<file path="config.mk">
export PLATFORM = sky130hd
export DESIGN_NAME = uart_tx_arbiter
export DESIGN_NICKNAME = d
export VERILOG_FILES = /design/src/rtl/uart_tx_arbiter.sv
export SDC_FILE = /design/constraint.sdc
export NUM_CORES = 1
export LEC_CHECK = 0
export ABC_AREA = 1
export CELL_PAD_IN_SITES_DETAIL_PLACEMENT = 1
export CELL_PAD_IN_SITES_GLOBAL_PLACEMENT = 2
export CORE_MARGIN = 8
export CORE_UTILIZATION = 25
export CTS_CLUSTER_SIZE = 30
export DETAILED_ROUTE_END_ITERATION = 10
export PLACE_DENSITY = 0.8
export SLEW_MARGIN = 10
export SYNTH_ARGS = -nofsm -noshare
export SYNTH_HDL_FRONTEND = slang
export SYNTH_SLANG_ARGS = --single-unit
</file>
<file path="constraint.sdc">
create_clock -name mclkx16 -period 1.87 [get_ports mclkx16]
set_input_delay 0.374 -clock mclkx16 [delete_from_list [all_inputs] [get_ports mclkx16]]
set_output_delay 0.374 -clock mclkx16 [all_outputs]
set_load 0.05 [all_outputs]
</file>
<file path="src/rtl/uart_tx_arbiter.sv">
// Round-robin arbiter sharing one uart_tx among NUM_REQ producers, with packet locking and a burst cap.
// Latency: grant to write/ack strobe is 1 cycle. Backpressure: requesters hold req/data until ack; txrdy paces grants.
module uart_tx_arbiter #(
    parameter int NUM_REQ   = 4,
    parameter int ID_W      = $clog2(NUM_REQ),
    parameter int BUSY_WAIT = 32,
    parameter int MAX_BURST = 16
) (
    input  logic                 mclkx16,
    input  logic                 reset,
    input  logic [NUM_REQ-1:0]   req,
    input  logic [8*NUM_REQ-1:0] req_data,
    input  logic [NUM_REQ-1:0]   req_last,
    output logic [NUM_REQ-1:0]   ack,
    output logic                 grant_valid,
    output logic [ID_W-1:0]      grant_id,
    output logic                 uart_write,
    output logic [7:0]           uart_data,
    input  logic                 uart_txrdy,
    output logic                 timeout_err
);

    localparam int CNT_W = $clog2(BUSY_WAIT + 1);
    localparam int BST_W = $clog2(MAX_BURST + 1);

    typedef enum logic [1:0] {
        S_IDLE,
        S_WAIT_BUSY,
        S_WAIT_DONE
    } state_t;

    state_t             r_state;
    logic [ID_W-1:0]    r_rr_ptr;
    logic               r_lock;
    logic [BST_W-1:0]   r_burst;
    logic [CNT_W-1:0]   r_cnt;
    logic [NUM_REQ-1:0] r_ack;
    logic               r_write;
    logic [7:0]         r_data;
    logic [ID_W-1:0]    r_gid;
    logic               r_gvld;
    logic               r_terr;

    state_t             w_state_nxt;
    logic [ID_W-1:0]    w_rr_nxt;
    logic               w_lock_nxt;
    logic [BST_W-1:0]   w_burst_nxt;
    logic [CNT_W-1:0]   w_cnt_nxt;
    logic [NUM_REQ-1:0] w_ack_nxt;
    logic               w_write_nxt;
    logic [7:0]         w_data_nxt;
    logic [ID_W-1:0]    w_gid_nxt;
    logic               w_gvld_nxt;
    logic               w_terr_nxt;

    logic               w_found;
    logic [ID_W-1:0]    w_sel;
    logic [ID_W-1:0]    w_idx;
    logic               w_issue;
    logic [ID_W-1:0]    w_issue_id;
    logic [7:0]         w_bytes [NUM_REQ];

    always_comb begin
        for (int k = 0; k < NUM_REQ; k++) begin
            w_bytes[k] = req_data[8*k +: 8];
        end
    end

    // First requester at or after rr_ptr, wrapping modulo NUM_REQ.
    always_comb begin
        w_found = 1'b0;
        w_sel   = '0;
        w_idx   = '0;
        for (int k = 0; k < NUM_REQ; k++) begin
            w_idx = ID_W'((int'(r_rr_ptr) + k) % NUM_REQ);
            if (!w_found && req[w_idx]) begin
                w_found = 1'b1;
                w_sel   = w_idx;
            end
        end
    end

    always_comb begin
        w_state_nxt = r_state;
        w_rr_nxt    = r_rr_ptr;
        w_lock_nxt  = r_lock;
        w_burst_nxt = r_burst;
        w_cnt_nxt   = r_cnt;
        w_ack_nxt   = '0;
        w_write_nxt = 1'b0;
        w_data_nxt  = r_data;
        w_gid_nxt   = r_gid;
        w_gvld_nxt  = r_gvld;
        w_terr_nxt  = r_terr;
        w_issue     = 1'b0;
        w_issue_id  = w_sel;

        case (r_state)
            S_IDLE: begin
                if (uart_txrdy && w_found) begin
                    w_issue     = 1'b1;
                    w_issue_id  = w_sel;
                    w_burst_nxt = BST_W'(1);
                end
            end
            S_WAIT_BUSY: begin
                w_cnt_nxt = r_cnt + CNT_W'(1);
                if (!uart_txrdy) begin
                    w_state_nxt = S_WAIT_DONE;
                end else if (r_cnt == CNT_W'(BUSY_WAIT - 1)) begin
                    w_terr_nxt  = 1'b1;
                    w_state_nxt = S_WAIT_DONE;
                end
            end
            S_WAIT_DONE: begin
                if (uart_txrdy) begin
                    if (r_lock && req[r_gid] && (r_burst < BST_W'(MAX_BURST))) begin
                        w_issue     = 1'b1;
                        w_issue_id  = r_gid;
                        w_burst_nxt = r_burst + BST_W'(1);
                    end else begin
                        // Unlocked, abandoned or burst-capped: hand priority to the next index.
                        w_rr_nxt    = (r_gid == ID_W'(NUM_REQ - 1)) ? '0 : r_gid + ID_W'(1);
                        w_gvld_nxt  = 1'b0;
                        w_lock_nxt  = 1'b0;
                        w_state_nxt = S_IDLE;
                    end
                end
            end
            default: begin
                w_state_nxt = S_IDLE;
            end
        endcase

        if (w_issue) begin
            w_ack_nxt[w_issue_id] = 1'b1;
            w_write_nxt           = 1'b1;
            w_data_nxt            = w_bytes[w_issue_id];
            w_gid_nxt             = w_issue_id;
            w_gvld_nxt            = 1'b1;
            w_lock_nxt            = ~req_last[w_issue_id];
            w_cnt_nxt             = '0;
            w_state_nxt           = S_WAIT_BUSY;
        end
    end

    always_ff @(posedge mclkx16) begin
        if (!reset) begin
            r_state  <= S_IDLE;
            r_rr_ptr <= '0;
            r_lock   <= 1'b0;
            r_burst  <= '0;
            r_cnt    <= '0;
            r_ack    <= '0;
            r_write  <= 1'b0;
            r_data   <= '0;
            r_gid    <= '0;
            r_gvld   <= 1'b0;
            r_terr   <= 1'b0;
        end else begin
            r_state  <= w_state_nxt;
            r_rr_ptr <= w_rr_nxt;
            r_lock   <= w_lock_nxt;
            r_burst  <= w_burst_nxt;
            r_cnt    <= w_cnt_nxt;
            r_ack    <= w_ack_nxt;
            r_write  <= w_write_nxt;
            r_data   <= w_data_nxt;
            r_gid    <= w_gid_nxt;
            r_gvld   <= w_gvld_nxt;
            r_terr   <= w_terr_nxt;
        end
    end

    assign ack         = r_ack;
    assign uart_write  = r_write;
    assign uart_data   = r_data;
    assign grant_id    = r_gid;
    assign grant_valid = r_gvld;
    assign timeout_err = r_terr;

endmodule

</file>
==> impl_metrics.tcl <==
set metrics [dict create \
    yosys_warnings 0 \
    n_fill_cell 995 \
    crit_path_end_kind "register" \
    number_of_hold_slack_violations_in_the_final_timing_report 0 \
    grt_start_max_net_pins 12 \
    cts-htree-levels 2 \
    worst_setup_path_start_kind "register" \
    area.growth.synth_to_final_pct 70.6 \
    syn-mean-instance-area_um2 6.59 \
    synth_most_common_cell "nand2_1" \
    rsz0062_at_grt "true" \
    final.setup_skew_ns 0.00357 \
    route.antenna.remaining_nets 0 \
    viasPerCell 4.41 \
    worst-endpoint-arrival_ns 2.17 \
    initial_utilization_pct 25.6 \
    die_height_um 107 \
    synth_area_um2 2080 \
    yosysUniqueCellTypes 36 \
    worst_hold_path_type "reg -> reg" \
    clock_pin_slew_on_the_worst_setup_and_hold_paths_ns 0.07 \
    clock_sinks 33 \
    critical-path-max-stage-delay_ns 0.38 \
    status "complete, but fails checks" \
    post_route_cells_drive_above_1_share_pct 39.4 \
    placeableCoreArea_um2 8130 \
    seq_total_area_yosys_pct 31.7 \
    finalWirelength_mm 7.49 \
    primary_ff_master_synth "dfxtp_1" \
    routabilityCongestion 0.793 \
    design.die.area_um2 11500 \
    cp_data_required_time_ns 2.06 \
    yosysTopAreaCell "dfxtp_1" \
    failed_checks "setup timing" \
    dpl_cell_area_um2 2970 \
    final_nets 466 \
    holdBufCountCts 0 \
    grt.total_usage_pct 12.8 \
    critical_path_maximum_fanout 10 \
    timing.final.crit_share_pct 106 \
    path_cells "buf_12 > inv_12 > nand2_2 > nand2_4 > nand2_2 > nand2_4 > nor2_4 > nand3_4 > nand2_2 > inv_1 > nand2_2 > nand2_4 > inv_4 > nor2_4 > buf_6 > buf_4 > buf_4" \
    critical-path-top-cell-by-count "nand2_2" \
    synth.top_cell.area_share_pct 31.7 \
    critical_path_class "reg -> reg" \
    cts_buffers 5 \
    max_slew_margin_pct 64.6 \
    synth_nets 362 \
    worst_ir_drop_vdd_mv 0.317 \
    tritoncts "done" \
    n_antenna_cell 0 \
    number_of_antenna_violations_at_the_first_check_in_global_routing 0 \
    finalWorstSetupSlack_ns -0.119 \
    detailroute.via_count 2318 \
    synthesized_instance_count 316 \
    timing.critical_path.slowest_stage_cell "dfxtp_4" \
    most_instantiated_cells_after_synthesis "137 x nand2_1, 33 x dfxtp_1, 22 x inv_1" \
    powerDensity_nw_per_um2 619 \
    p_total_w 0.00220 \
    number_of_global_route_vias_before_repair 2567 \
    first_drt_iteration_drcs 76 \
    fin_hold_ws_ns 0.461 \
    clkLatencyLatePin_ns 0.28 \
    report.final.slew_viol_count 0 \
    number_of_enable_type_register_cells_in_the_synthesized_netlist 0 \
    floorplan.rows 33 \
    cp_top_family "simple AND/OR/NAND/NOR gates" \
    io-pin-count 60 \
    asyncSetResetFlopFracSynth_pct 0 \
    final_cell_area_um2 3550 \
    wire_length_of_the_first_global_routing_pass_mm 12.0 \
    clock_tree.buffer_depth 2 \
    layout_min_cycle_time_ns 1.99 \
    place.detailed.hpwl_mm 5.50 \
    drcViolationCount 0 \
    floorplan.die.width_um 107 \
    total_of_max_cap_violations 0 \
    synth_seq_cells 33 \
    cts_root_buffer "clkbuf_8" \
    overflow 0 \
    timing_worst_slew_pin_value_ns 0.529 \
    final-setup-viol-count 17 \
    drt_pre_antenna_iters 4 \
    portBuffers 59 \
    detail_routed_net_length_per_standard_cell_um 14.2 \
    synth_area_leaders "dfxtp_1 32%, nand2_1 25%, nand2_2 5.1%" \
    max_freq_mhz 503 \
    postLayoutCoreUtil_pct 43.7 \
    power_leakage_nw 1.65 \
    path_buf_inv 7 \
]
final timing paths:
check	slack [ns]	depth (start not counted)	to	start
max reg2reg	-0.12	17	uart_write	r_rr_ptr[0]
max	-0.12	17	uart_write	r_rr_ptr[0]
min	0.46	2	uart_data[5]	uart_data[5]
min reg2reg	0.46	2	uart_data[5]	uart_data[5]
logic make-up (layout without fill, tap and decap cells):
| logic type | Yosys count | in the layout | synth area share (%) |
|---|---|---|---|
| and+or+nand+nor | 206 | 206 | 45.6 |
| DFF | 33 | 33 | 31.7 |
| buffers and inverters | 40 | 145 | 9.68 |
| AOI/OAI and AO/OA | 30 | 30 | 9.56 |
| adders and majority gates | 3 | 3 | 1.80 |
| xor gates and xnor gates | 4 | 4 | 1.68 |
registers in the layout, indices dropped and copies added (netlist names):
name	flops
r_rr_ptr	2
r_state	2
grant_valid	1
ack	4
r_lock	1
grant_id	2
uart_write	1
timeout_err	1
r_burst	5
uart_data	8
r_cnt	6
cells in the final DEF, fill, tap and decap left out, types with 3 or more instances in the layout:
cell type,synthesis,layout
a21oi_1,9,5
a21oi_2,0,3
buf_12,0,5
buf_4,1,43
buf_6,4,8
clkbuf_8,0,5
clkdlybuf4s50_1,0,42
dfxtp_1,33,29
dfxtp_4,0,3
dlygate4sd2_1,0,3
ha_1,3,3
inv_1,22,20
inv_2,10,8
inv_4,0,3
nand2_1,137,113
nand2_2,17,32
nand2_4,2,9
nand3_1,15,9
nand3_2,1,4
nand3_4,0,3
nor2_1,20,11
nor2_2,1,9
nor2_4,4,5
nor3_1,4,3
o21ai_0,8,4
o21ai_2,2,5
xor2_1,3,3
metrics by stage:
step                      cells  TNS [ns]  setup slack, ns
after floorplan             316         0           0.0563
after global placement      503    -11.98           -0.523
after detailed placement    503    -12.65           -0.552
after CTS                   516    -0.664          -0.0913
after global routing        526     -4.63           -0.249
final                       526     -1.17           -0.119
timing repair:
item,4_1_cts,5_1_grt
setup endpoints to repair,27,30
cloned,1,1
buffers inserted,4,11
gates resized for setup,26,76
pin swaps,11,22
worst register-to-register path, delay by kind of cell, from the launching register on:
kind,cells,cell delay [ns]
buffers and inverters,7,0.71
DFF,1,0.38
and+or+nand+nor,10,0.79
report_power, final:
part           switching [W]  internal, W  total, W
logic               0.000484     0.000398  0.000882
registers          0.0000387     0.000745  0.000784
clock network       0.000276     0.000257  0.000533
total               0.000799      0.00140   0.00220
cell type report:
| cell class | count | area, um^2 | area share (%) |
|---|---|---|---|
| Clock buffer | 5 | 68.8 | 1.94 |
| Sequential cell | 33 | 673 | 19.0 |
| Inverter | 33 | 151 | 4.26 |
| Timing Repair Buffer | 104 | 1020 | 28.8 |
| Clock inverter | 3 | 17.5 | 0.493 |
| Multi-Input combinational cell | 243 | 1490 | 41.9 |
| Tap cell | 105 | 131 | 3.70 |
per-layer routing:
| metal | vias up | global-route usage [%] | wire length (um) |
|---|---|---|---|
| met5 | - | 0 | 0 |
| met1 | 1080 | 14.7 | 3230 |
| met3 | 7 | 3.29 | 346 |
| met2 | 45 | 22.9 | 3840 |
| li1 | 1186 | - | - |
| met4 | 0 | 3.02 | 72 |
(Power assumes the default switching activity.)
